===== config.mk =====
export PLATFORM = sky130hd
export DESIGN_NAME = imem_loader_rv32i
export DESIGN_NICKNAME = d
export VERILOG_FILES = /design/src/rtl/imem_loader_rv32i.sv
export SDC_FILE = /design/constraint.sdc
export NUM_CORES = 1
export LEC_CHECK = 0
export BUFFER_PORTS_ARGS = -buffer_cell sky130_fd_sc_hd__clkbuf_2
export CAP_MARGIN = 10
export CELL_PAD_IN_SITES_DETAIL_PLACEMENT = 0
export CELL_PAD_IN_SITES_GLOBAL_PLACEMENT = 2
export CORE_MARGIN = 5
export CORE_UTILIZATION = 30
export CTS_CLUSTER_SIZE = 40
export DETAILED_ROUTE_END_ITERATION = 8
export PLACE_DENSITY = 0.65
export SYNTH_ARGS = -nofsm -noshare
export SYNTH_HDL_FRONTEND = slang
export SYNTH_SLANG_ARGS = --single-unit
export TNS_END_PERCENT = 50

===== constraint.sdc =====
create_clock -name clk -period 6.7 [get_ports clk]
set_input_delay 0.67 -clock clk [delete_from_list [all_inputs] [get_ports clk]]
set_output_delay 0.67 -clock clk [all_outputs]
set_load 0.1 [all_outputs]

===== src/rtl/imem_loader_rv32i.sv =====
// Boot loader: streams a length-prefixed, XOR-checksummed image into
// instruction memory while holding the RV32I core in reset.
module imem_loader_rv32i #(
  parameter int ADDR_W = 8
) (
  input  logic              clk,
  input  logic              rst,
  input  logic              start,
  input  logic [7:0]        rx_data,
  input  logic              rx_valid,
  output logic              rx_ready,
  output logic              imem_we,
  output logic [ADDR_W-1:0] imem_waddr,
  output logic [31:0]       imem_wdata,
  output logic              core_rst_n,
  output logic              busy,
  output logic              done,
  output logic              err,
  output logic [ADDR_W:0]   wr_count
);

  typedef enum logic [2:0] {
    S_IDLE,
    S_LEN0,
    S_LEN1,
    S_DATA,
    S_WRITE,
    S_CSUM,
    S_DONE,
    S_ERR
  } state_t;

  localparam logic [16:0] CAP = 17'd1 << ADDR_W;

  state_t      state;
  logic [7:0]  len_lo;
  logic [15:0] len;
  logic [1:0]  bidx;
  logic [23:0] wbuf;
  logic [7:0]  csum;
  logic        xfer;
  logic [16:0] cnt_inc;
  logic [16:0] len_new;

  // receive states only; decoded straight from the state register
  assign rx_ready = (state == S_LEN0) | (state == S_LEN1) |
                    (state == S_DATA) | (state == S_CSUM);
  assign xfer     = rx_valid & rx_ready;
  assign cnt_inc  = 17'(wr_count) + 17'd1;
  assign len_new  = {1'b0, rx_data, len_lo};

  // session FSM with registered outputs
  always_ff @(posedge clk or posedge rst) begin
    if (rst) begin
      state      <= S_IDLE;
      imem_we    <= 1'b0;
      imem_waddr <= '0;
      imem_wdata <= '0;
      core_rst_n <= 1'b1;
      busy       <= 1'b0;
      done       <= 1'b0;
      err        <= 1'b0;
      wr_count   <= '0;
      len_lo     <= '0;
      len        <= '0;
      bidx       <= '0;
      wbuf       <= '0;
      csum       <= '0;
    end else begin
      imem_we <= 1'b0;
      unique case (state)
        S_IDLE, S_DONE, S_ERR: begin
          if (start) begin
            state      <= S_LEN0;
            busy       <= 1'b1;
            done       <= 1'b0;
            err        <= 1'b0;
            wr_count   <= '0;
            csum       <= '0;
            core_rst_n <= 1'b0;
          end
        end
        S_LEN0: begin
          if (xfer) begin
            len_lo <= rx_data;
            csum   <= csum ^ rx_data;
            state  <= S_LEN1;
          end
        end
        S_LEN1: begin
          if (xfer) begin
            len  <= len_new[15:0];
            csum <= csum ^ rx_data;
            bidx <= '0;
            if (len_new > CAP) begin
              state <= S_ERR;
              busy  <= 1'b0;
              err   <= 1'b1;
            end else if (len_new == 17'd0) begin
              state <= S_CSUM;
            end else begin
              state <= S_DATA;
            end
          end
        end
        S_DATA: begin
          if (xfer) begin
            csum <= csum ^ rx_data;
            bidx <= bidx + 2'd1;
            if (bidx == 2'd3) begin
              imem_we    <= 1'b1;
              imem_waddr <= wr_count[ADDR_W-1:0];
              imem_wdata <= {rx_data, wbuf};
              state      <= S_WRITE;
            end else begin
              wbuf[8*bidx +: 8] <= rx_data;
            end
          end
        end
        S_WRITE: begin
          wr_count <= cnt_inc[ADDR_W:0];
          if (cnt_inc == {1'b0, len}) begin
            state <= S_CSUM;
          end else begin
            state <= S_DATA;
          end
        end
        S_CSUM: begin
          if (xfer) begin
            busy <= 1'b0;
            if (rx_data == csum) begin
              done       <= 1'b1;
              core_rst_n <= 1'b1;
              state      <= S_DONE;
            end else begin
              err   <= 1'b1;
              state <= S_ERR;
            end
          end
        end
      endcase
    end
  end

endmodule


# --- Word level (Yosys, flattened, before mapping) ---
# Index checks and enable logic that the tools add are counted.
word_totals:
  regBits: 115
  word_cells: 103
classes:
  addsub: 3
  shift: 2
  magnitude_cmp: 1
  n_bitwise: 6
  n_mux: 37
  n_eq_ne: 20
  n_reduce_logical: 20
ops:
  columns: ["cell", "n"]
  rows:
  - ["$neg 5->34", 1]
  - ["$shift 8x34->24 const A", 1]
  - ["$shiftx 8x34->24", 1]
  - ["$mux 3", 9]
  - ["$bwmux 24", 1]
  - ["$pmux 3 s6", 1]
  - ["$pmux 9 s2", 1]
  - ["$logic_not 17->1", 1]
  - ["$eq 10x16->1", 1]
  - ["$gt 16x9->1 const B", 1]
  - ["$mux 8", 2]
  - ["$pmux 8 s2", 1]
  - ["$mux 1", 15]
  - ["$eq 3x3->1 const B", 4]
  - ["$ne 2x2->1 const B", 6]
  - ["$reduce_and 3->1", 4]
  - ["$reduce_and 6->1", 2]
  - ["$add 9x1->10 const B", 1]
  - ["$mux 9", 1]
  - ["$eq 8x8->1", 1]
  - ["$ne 2x1->1 const B", 4]
  - ["$reduce_bool 2->1", 4]
  - ["$xor 8x8->8", 1]
  - ["$eq 3x2->1 const B", 2]
  - ["other kinds (16)", 23]

# --- Longest topological paths before layout ---
depth:
  ltp_word: 7
  depth_mapped: 8
  ltp_nobuf: 7

# --- Least setup slack after synthesis ---
# Ideal clock, no wire load.
synth_timing:
  path_kind: "register to output"
  start: "register state[1]"
  end: "output port rx_ready"
  arrival_time_ps: 2764
  path_slack_ps: 3266
  stages_incl_launch_ff: 4
  cell_sequence: "dfrtp_1 buf_2 buf_2 o21ai_0"
synth_between:
  elab_chain_len: 4
  elab_cells_between_ends: 7
synth_lines:
  columns: ["item", "line_no", "source"]
  rows:
  - ["from (decl)", "35", "state_t state;"]
  - ["from (signal assigned)", "55", "state <= S_IDLE;"]
  - ["from (signal assigned)", "74", "state <= S_LEN0;"]
  - ["from (signal assigned)", "87", "state <= S_LEN1;"]
  - ["$eq 3x1->1 / $eq 3x2->1 (equally long branches)", "46", "assign rx_ready = (state == S_LEN0) | (state == S_LEN1) |"]
  - ["$or 1x1->1 (2 in a row)", "46", null]
  - ["$or 1x1->1 (*)", "47", "(state == S_DATA) | (state == S_CSUM);"]
  - ["to (decl)", "11", "output logic rx_ready,"]
# Mark *: on every way between the ends. The rest lies on a longest branch, timed or not.

# --- Worst setup path in the final report ---
layout_timing:
  start: "register state[0]"
  end: "output port rx_ready"
# The elaborated chain is that of the path after synthesis.

==> key figures <==
Outcome
  – Status: completed

Power and ir drop
  – Seq pwr share: 34.8%
  – Power Internal: approximately 0.0018 W
  – Sw Ratio: between 40% and 50%
  – Pwr Density: around 480 nW/um2
  – Leak: approximately 3 nW
  – Share of total power in the clock network: 29.9%
  – Tot Pwr: ~0.0031 W
  – P_sw: about 0.0013 W
  – Logic pwr share: 35.2%
  – Maximum VDD drop: between 0.2 and 0.25 mV

Global routing
  – Initial antenna violation count: 0
  – GRT busiest layer: met2
  – Met1 Usage GRT: a little under a fifth
  – Number of global-route vias before repair: about 4000
  – First-pass GRT wire length: ~23000 um
  – Met3 Use GR: between 3 and 4%
  – Total gr overflow: 0
  – Met2 Use GR: between 20% and 30%
  – GR Util All Layers: about 14%
  – Largest net degree at the start of global routing: 64

Finish
  – Antenna diodes: 0
  – Register Area: around 2900 um2
  – Final #Nets: 635
  – Area Growth Syn to Fin: 20.2%
  – Multi-input logic area: between 2000 and 2500 um2
  – Filler Cells Inserted: between 1500 and 2000
  – Share of layout cells above drive strength 1: 18.6%

Job
  – Max_cap viols: 0

Synth
  – #FFs+latches synth: around 120
  – Synth top cells by count: 192 x nand2_1, 114 x dfrtp_1, 32 x o21ai_1
  – Main combinational cell family by area after synthesis: simple AND/OR/NAND/NOR gates
  – Yosys top cell by area: dfrtp_1
  – Adder-Cell Fraction of Synth Area: under 10%
  – Mapped Cells: 562
  – Asr flop ratio synth: between 90% and 100%
  – Mapped Area: about 5300 um2
  – Count leader, synth: nand2_1
  – Synth Flop Type: dfrtp_1
  – Syn. warnings: 0
  – Simple-gate share of the synthesized area: around a fifth
  – Post-Syn Nets: 580
  – Post-synthesis mux area share: between 5 and 6%
  – Top post-synthesis cells by area: dfrtp_1 54%, nand2_1 14%, mux2_1 5.1%, o21ai_1 3.0%, xnor2_1 2.6%
  – EDFF count, synth: 0
  – Count of cell types in the netlist: between 50 and 60
  – Post-synth top area share: between 50% and 60%
  – Sequential fraction of the synthesis area: between 50% and 60%
  – Synth Area per Inst: between 9 and 10 um2
  – Compound-Gate Fraction of Synth Area: 10.5%
  – Xor/xnor cell area share of the yosys netlist: between 3 and 4%

Critical path
  – R2R Path Start: state[1]
  – Type of origin of the critical path: flip-flop
  – Worst Path Required: 6.03 ns
  – Critical path arrival: around 2.0 ns
  – Worst R2R Path Depth: 5
  – Crit path kind: reg -> out
  – CP Capture Type: output pin
  – Crit Path Max Fanout: 12
  – R2R Path End: err
  – Worst Setup SP: state[0]
  – Flop2flop setup slack: 4.35 ns
  – Critical path destination: rx_ready

STA
  – Final Hold Fails: 0
  – Slew margin rel.: 28.2%
  – Tcrit/Tclk final: about 40%
  – Worst slew pin tran: roughly 1.1 ns
  – Min Tclk post-route: about 2.7 ns
  – Setup violations, final: 0
  – Clk_skew: 0.00833 ns
  – Setup TNS: 0 ns
  – RSZ-0062 raised after global routing: false
  – Max Slew Vio Count: 0
  – Max Clock Freq: between 0.3 and 0.4 GHz

Routing
  – Initial drt markers: 219
  – Post-route ant nets: 0
  – Routed len/inst: 16.4 um
  – Via/cell ratio: roughly 4.7
  – Drc violations: 0
  – Total number of vias: approximately 4000
  – Detailed Route WL: approximately 14000 um
  – Pre-Repair DR Iteration Count: 4

Die
  – I/O pin cnt: between 60 and 70
  – Row cnt: 48
  – Die Y: 143 um
  – Initial Util: 30.6%
  – Core footprint: 17400 um2
  – Die width: 143 um
  – DIE AREA: a little over 20000 um2

Clock network
  – Number of H-tree levels: 4
  – Clock tree buffer depth: 2
  – CTS tree: done
  – Clk sinks: 115
  – CTS Buf Count: 17
  – Clock slew at reported path FFs: ~0.06 ns
  – Post-CTS Setup Bufs: 0
  – Clock root cell: clkbuf_16
  – Post-CTS Resized: 0
  – Hold Buf Count CTS: 0
  – Skew-Pair Late Insertion Delay: a little over 0.4 ns

Placement
  – DP Wirelength: ~9200 um
  – GPL Wtd Cong: roughly 0.76
  – Port bufs: between 60 and 70

Min path
  – Worst hold path class: in -> async
sequential cells by signal (all words and copies together), names as in the netlist:
register and cells:
wbuf 24, imem_wdata 32, csum 8, err 1
imem_waddr 8, wr_count 9, len 16, imem_we 1
len_lo 8, core_rst_n 1, busy 1, bidx 2
done 1, state 3
power groups by stage:
stage | registers (W) | clock network [W] | logic, W
after global placement | 0.00109 | 0 | 0.00109
after detailed placement | 0.00109 | 0 | 0.00110
after CTS | 0.00108 | 0.000949 | 0.00110
final | 0.00108 | 0.000925 | 0.00109
after global routing | 0.00111 | 0.000982 | 0.00119
after floorplan | 0.00140 | 0 | 0.000563
layer usage:
| metal | vias up | routed length [um] |
|---|---|---|
| li1 | 1982 | - |
| met3 | 14 | 559 |
| met2 | 73 | 6570 |
| met4 | 0 | 223 |
| met5 | - | 0 |
| met1 | 1984 | 6630 |
area by class of cell:
class	count	area share, %
Inverter	17	1.04
Clock buffer	19	6.93
Multi-Input combinational cell	398	34.7
Sequential cell	115	45.0
Tap cell	225	4.40
Timing Repair Buffer	68	5.40
Clock inverter	13	2.49
metrics by stage:
stage	worst slack [ns]	hold slack [ns]	area (um2)	util [%]	instances
floorplan	2.99	0.438	5320	-	562
global placement	4.15	0.446	5790	33.4	823
detailed placement	4.09	0.453	5790	33.4	823
CTS	3.95	0.366	6390	36.8	855
global route	3.86	0.401	6390	36.8	855
finish	4.01	0.343	6390	36.8	855
cells by family (layout without fill, tap and decap cells):
kind of cell,Yosys count,count (layout)
xor+xnor,21,21
compound gates,89,89
fa+ha+maj,6,6
mux,26,26
buf+inv,49,117
simple gates,256,256
flops,115,115
cell usage in the layout, fill, tap and decap left out, types with 6 or more instances in the layout:
| cell | netlist | layout |
|---|---|---|
| clkbuf_16 | 0 | 17 |
| xnor2_1 | 16 | 16 |
| ha_1 | 6 | 6 |
| clkbuf_2 | 0 | 66 |
| dfrtp_1 | 114 | 114 |
| inv_1 | 13 | 12 |
| o21ai_0 | 19 | 19 |
| a22o_1 | 8 | 8 |
| o21ai_1 | 32 | 32 |
| nor2_1 | 10 | 10 |
| nand2_1 | 192 | 192 |
| a21oi_1 | 6 | 6 |
| mux2_1 | 24 | 24 |
| nand3_1 | 14 | 14 |
worst min path at each step:
stage,slack [ns],to,startpoint
final,0.34,imem_wdata[18],rst
after global routing,0.40,imem_wdata[18],rst
after CTS,0.37,wbuf[19],rst
after detailed placement,0.45,imem_wdata[12],wbuf[12]
after global placement,0.45,imem_wdata[11],wbuf[11]
after floorplan,0.44,imem_wdata[4],wbuf[4]
worst max-delay path: stages, from the launching register on:
cell      delay [ns]
dfrtp_1         0.57
inv_1           0.24
o21ai_0         0.29
clkbuf_2        0.51
Power figures use the tool's default switching activity.
